## config.mk

```make
export PLATFORM = sky130hd
export DESIGN_NAME = alu_exec_stage
export DESIGN_NICKNAME = d
export VERILOG_FILES = /design/src/rtl/alu_exec_stage.sv
export SDC_FILE = /design/constraint.sdc
export NUM_CORES = 1
export LEC_CHECK = 0
export BUFFER_PORTS_ARGS = -buffer_cell sky130_fd_sc_hd__buf_4
export CAP_MARGIN = 10
export CORE_UTILIZATION = 45
export CTS_BUF_LIST = sky130_fd_sc_hd__clkbuf_16
export CTS_CLUSTER_SIZE = 28
export DETAILED_ROUTE_END_ITERATION = 8
export GPL_ROUTABILITY_DRIVEN = 1
export PLACE_DENSITY = 0.7
export REMOVE_ABC_BUFFERS = 1
export SLEW_MARGIN = 10
export SYNTH_ARGS = -nofsm -noshare
export SYNTH_HDL_FRONTEND = slang
export SYNTH_SLANG_ARGS = --single-unit
```

## constraint.sdc

```tcl
create_clock -name clk -period 2.87 [get_ports clk]
set_input_delay 0.4305 -clock clk [delete_from_list [all_inputs] [get_ports clk]]
set_output_delay 0.4305 -clock clk [all_outputs]
set_load 0.01 [all_outputs]
```

## src/rtl/alu_exec_stage.sv

```systemverilog
// alu_exec_stage: registered execute stage (B-select, ALU, valid/ready output); define ALU_EXEC_ITER_SHIFT_EN for multi-cycle shifts
module alu_exec_stage #(
  parameter int WIDTH   = 32,
  parameter int SHAMT_W = 5
) (
  input  logic             clk,
  input  logic             rst_n,
  input  logic             in_valid,
  output logic             in_ready,
  input  logic [WIDTH-1:0] rf_a,
  input  logic [WIDTH-1:0] rf_b,
  input  logic [WIDTH-1:0] immed,
  input  logic [WIDTH-1:0] fwd_val,
  input  logic [1:0]       alu_bin_sel,
  input  logic [3:0]       alu_func,
  input  logic             flush,
  output logic             out_valid,
  input  logic             out_ready,
  output logic [WIDTH-1:0] alu_out,
  output logic             zero,
  output logic             ovf
);
  localparam logic [3:0] OP_ADD  = 4'b0000;
  localparam logic [3:0] OP_SUB  = 4'b0001;
  localparam logic [3:0] OP_AND  = 4'b0010;
  localparam logic [3:0] OP_OR   = 4'b0011;
  localparam logic [3:0] OP_NOT  = 4'b0100;
  localparam logic [3:0] OP_NAND = 4'b0101;
  localparam logic [3:0] OP_NOR  = 4'b0110;
  localparam logic [3:0] OP_SRA  = 4'b1000;
  localparam logic [3:0] OP_SRL  = 4'b1001;
  localparam logic [3:0] OP_SLL  = 4'b1010;
  localparam logic [3:0] OP_ROL  = 4'b1100;
  localparam logic [3:0] OP_ROR  = 4'b1101;

  if (2 ** SHAMT_W < WIDTH) begin : g_shamt_chk
    $error("SHAMT_W too narrow to express every shift amount below WIDTH");
  end

  typedef enum logic [1:0] {
    IDLE,
    HOLD
`ifdef ALU_EXEC_ITER_SHIFT_EN
    , SHIFT
`endif
  } state_t;

  function automatic logic [WIDTH-1:0] step(input logic [3:0] f, input logic [WIDTH-1:0] v);
    return f == OP_SRA ? {v[WIDTH-1], v[WIDTH-1:1]} :
           f == OP_SRL ? {1'b0, v[WIDTH-1:1]} :
           f == OP_SLL ? {v[WIDTH-2:0], 1'b0} :
           f == OP_ROL ? {v[WIDTH-2:0], v[WIDTH-1]} :
           f == OP_ROR ? {v[0], v[WIDTH-1:1]} : '0;
  endfunction

  state_t state, nxt, acc_state;
  logic [WIDTH-1:0] b, sum, dif, res, shift_first, load_val;
  logic is_shift, accept, load, res_ovf, load_ovf;

  assign b = alu_bin_sel == 2'b00 ? rf_b :
             alu_bin_sel == 2'b01 ? immed :
             alu_bin_sel == 2'b10 ? fwd_val : '0;
  assign sum = rf_a + b;
  assign dif = rf_a - b;
  assign is_shift = alu_func inside {OP_SRA, OP_SRL, OP_SLL, OP_ROL, OP_ROR};
  assign in_ready = state == IDLE || (state == HOLD && out_ready);
  assign accept = in_valid && in_ready && !flush;
  assign out_valid = state == HOLD;

`ifdef ALU_EXEC_ITER_SHIFT_EN
  localparam int CW = SHAMT_W + 1;
  logic [CW-1:0] amt, cnt, cnt_init;
  logic [WIDTH-1:0] work;
  logic [3:0] op_q;
  assign amt = {1'b0, b[SHAMT_W-1:0]};
  assign cnt_init = alu_func inside {OP_ROL, OP_ROR} ? amt % CW'(WIDTH) :
                    amt >= CW'(WIDTH) ? CW'(WIDTH) : amt;
  assign shift_first = rf_a;
  assign acc_state = is_shift && cnt_init != '0 ? SHIFT : HOLD;
`else
  assign shift_first = step(alu_func, rf_a);
  assign acc_state = HOLD;
`endif

  // single-cycle ALU result for the op being accepted; iterative shifts only land here with a zero amount
  always_comb begin
    res = '0;
    res_ovf = 1'b0;
    case (alu_func)
      OP_ADD: begin
        res = sum;
        res_ovf = rf_a[WIDTH-1] == b[WIDTH-1] && sum[WIDTH-1] != rf_a[WIDTH-1];
      end
      OP_SUB: begin
        res = dif;
        res_ovf = rf_a[WIDTH-1] != b[WIDTH-1] && dif[WIDTH-1] != rf_a[WIDTH-1];
      end
      OP_AND:  res = rf_a & b;
      OP_OR:   res = rf_a | b;
      OP_NOT:  res = ~rf_a;
      OP_NAND: res = ~(rf_a & b);
      OP_NOR:  res = ~(rf_a | b);
      default: res = is_shift ? shift_first : '0;
    endcase
  end

  // next state and result-register load; flush overrides everything and loads nothing
  always_comb begin
    nxt = state;
    load = 1'b0;
    load_val = res;
    load_ovf = res_ovf;
    if (flush) nxt = IDLE;
    else case (state)
      IDLE, HOLD: begin
        if (accept) begin
          nxt = acc_state;
          load = acc_state == HOLD;
        end else if (state == HOLD && out_ready) nxt = IDLE;
      end
`ifdef ALU_EXEC_ITER_SHIFT_EN
      SHIFT: begin
        if (cnt == CW'(1)) begin
          nxt = HOLD;
          load = 1'b1;
          load_val = step(op_q, work);
          load_ovf = 1'b0;
        end
      end
`endif
      default: nxt = IDLE;
    endcase
  end

  // state plus registered result and flags, which only change when a new result enters HOLD
  always_ff @(posedge clk or negedge rst_n) begin
    if (!rst_n) begin
      state <= IDLE;
      alu_out <= '0;
      zero <= 1'b0;
      ovf <= 1'b0;
    end else begin
      state <= nxt;
      if (load) begin
        alu_out <= load_val;
        zero <= load_val == '0;
        ovf <= load_ovf;
      end
    end
  end

`ifdef ALU_EXEC_ITER_SHIFT_EN
  // shift working register, remaining count and opcode; advance one bit per cycle in SHIFT
  always_ff @(posedge clk or negedge rst_n) begin
    if (!rst_n) begin
      cnt <= '0;
      work <= '0;
      op_q <= '0;
    end else if (accept) begin
      cnt <= cnt_init;
      work <= rf_a;
      op_q <= alu_func;
    end else if (state == SHIFT) begin
      cnt <= flush ? '0 : cnt - CW'(1);
      work <= step(op_q, work);
    end
  end
`endif
endmodule

```

==> flow_summary.toml <==
[yosys]
synth_fa_ha_area_frac = 0.151
synth_area_leaders = "ha_1 15%, dfrtp_1 9.8%, a21oi_1 6.1%"
ys_seq_area_frac = 0.0983
synth_compound_area_frac = 0.371
synth_cells = 1235
synth_top_family_by_area = "compound AO/OA/AOI/OAI gates"
ys.flop_type = "dfrtp_1"
synth_edf_count = 0
synth_xor_area_frac = 0.0108
synth-seq-cells = 35
yosys_warnings = 0
synth-simple-area-share = 0.202
synth_area_per_cell_um2 = 7.22
synth_area_leader_cell = "ha_1"
ys_async_sr_fraction = 1.00
muxShareOfSynthArea = 0.0737
syn_area_um2 = 8910
netlist.area_leader.share = 0.146
synth.distinct_cells = 95

[final_layout]
fillerInstances = 1178
syn_to_final_growth_pct = 84.9
register_area_um2 = 876
multi_input_area_um2 = 8920
drive_above_1_share = 0.543
fin_nets = 2127
layout_common_cells = "677 x buf_4, 88 x nand2_1, 87 x inv_1, 87 x nor2_1, 72 x ha_1"
diodes = 0
layout_commonest_cell = "buf_4"

[sta]
hold_violations = 0
slew_violations = 0
rsz0062_at_grt = "yes"
fmax_mhz = 223
slew_headroom = 0.360
layout_setup_ws_ns = -1.60
min_period_over_period = 1.56
finClkSkew_ns = 0.0106
hold_ws_ns = 0.124
tightest_slew_ns = 0.957
finalCriticalPeriod_ns = 4.47
setup_viol = 27

[cts]
htree_levels = 2
cts_buffer_depth = 2
clk_pin_slew_worst_paths_ns = 0.08
root_buffer = "clkbuf_16"
numCtsBuffers = 5
clk_latency_ns = 0.32
postCtsHoldBufs = 0
cts_tree = "yes"
cts.sinks = 35

[grt]
grt_pass1_vias = 12884
antenna_found_initial = 0
grt_max_degree = 55
grt_use_total = 0.461
overflow = 0
grt_first_pass_wirelength_um = 71200

[floorplanning]
core_um2 = 19500
fp.dieArea_um2 = 20400
pin_count = 175
die_y_um = 143
placementRows = 51
die_w_um = 143
initial_core_util = 0.458

[placed_design]
dpl_worst_slack_ns = -2.23
routabilityCongestion = 1.08
dp_hpwl_um = 36000
numPortBuffers = 174

[setup_path]
start_kind = "input port"
timing.reg2reg.setup_slack_ns = -0.87
r2r_start = "state[0]"
cp_data_arrival_time_ns = 4.69
reg2reg_depth = 13
criticalPathCategory = "in2reg"
critPathMaxStageDelay_ns = 0.45
crit_chain = "buf_12, nor2b_4, buf_12, buf_6, nand2_1, o21ai_0, inv_1, ha_1, nor4_2, a21boi_1, nor3_1, buf_4, a221o_1, a211oi_2, nand4_1, nor4b_4, nand4_1, or4_1, o31ai_2"
slowest_stage = "or4_1"
critPathRequiredTime_ns = 3.08
crit_family = "simple AND/OR/NAND/NOR gates"
worstSetupStartpoint = "alu_bin_sel[1]"
crit_path_end = "zero"
r2r-end = "zero"
end_kind = "flop"
crit_cells = 19
critPathBufInv = 5
cp_max_fo = 8

[drt]
vias = 13762
post_drt_wl_per_cell_um = 23.6
avgViaCountPerCell = 6.41
ant_nets = 0
drc = 0
drt-pass1-iter-count = 8
drt_first_iter_violations = 1692
wl_um = 50600

[power_and_ir_drop]
max-vdd-ir-drop_mv = 0.248
powerDensity_nw_per_um2 = 347
p_leak_nw = 7.63
fin_total_pwr_mw = 5.72

[flow_run]
maxCapViolations = 0

[status]
status = "finished with violations"
violations = "negative setup slack"

[min_path]
hold_class = "in2async"
## registers in the layout, summed over array words and instances, names as in the netlist
register	count
alu_out	32
ovf	1
state	1
zero	1
## cells in the mapped netlist (18+ instances only)
| cell | count |
|---|---|
| a211oi_1 | 21 |
| inv_1 | 99 |
| clkbuf_1 | 57 |
| o31ai_1 | 20 |
| buf_2 | 19 |
| nor3_1 | 26 |
| nand2_1 | 99 |
| a21oi_1 | 108 |
| mux2i_1 | 51 |
| a31oi_1 | 18 |
| nor2_1 | 96 |
| ha_1 | 104 |
| nand3_1 | 23 |
| dfrtp_1 | 35 |
| o21ai_0 | 84 |
## metal layers
layer	vias to the layer above	routed length, um	track usage
met5	-	0	0
met4	0	3430	0.262
met3	319	6050	0.0939
met2	1130	22200	0.725
met1	6372	19000	0.585
li1	5941	-	-
## what timing repair did
item / in CTS / in global routing
endpoints found under the setup margin: 28 / 28
gates cloned: 1 / 1
hold endpoints to repair: 0 / 0
pin swaps: 63 / 47
resized for setup: 253 / 163
setup buffers: 39 / 27
## report_power, final
group,internal (mW),switching [mW],total [mW],leakage [nW]
sequential,0.609,0.0699,0.679,0.409
combinational,2.18,2.24,4.42,7.15
clock,0.320,0.298,0.618,0.0710
## final cells by class
| type | count | area share |
|---|---|---|
| clock inverter | 3 | 0.000987 |
| sequential | 35 | 0.0531 |
| multi-input combinational | 1004 | 0.542 |
| timing repair buffer | 734 | 0.353 |
| inverter | 102 | 0.0235 |
| clock buffer | 5 | 0.00759 |
| tap | 265 | 0.0201 |
## worst min path at each step
stage,end,slack (ns),cells after the start
2_1_floorplan,alu_out[0],0.13,0
3_3_place_gp,alu_out[7],0.45,1
5_1_grt,alu_out[7],0.15,1
6_report,alu_out[7],0.12,1
4_1_cts,alu_out[6],0.12,1
3_5_place_dp,alu_out[6],0.45,1
## logic make-up (layout without fill, tap and decap cells)
family	count (synthesis)	after routing
AO/OA/AOI/OAI	467	467
XOR/XNOR	11	11
adder cells (fa/ha/maj)	106	106
buffers and inverters	196	844
flip-flops	35	35
multiplexers	64	64
AND/OR/NAND/NOR	356	356
## stage by stage
step            util  setup TNS (ns)  cells  cell area, um^2
6_report       0.847          -21.31   2148            16500
5_1_grt        0.847          -25.43   2148            16500
4_1_cts        0.797          -16.13   2126            15500
3_5_place_dp   0.715          -34.83   2078            13900
3_3_place_gp   0.715          -33.82   2078            13900
2_1_floorplan      -          -52.65   1141             8450
Note: power is estimated with default switching activity, not from simulation.
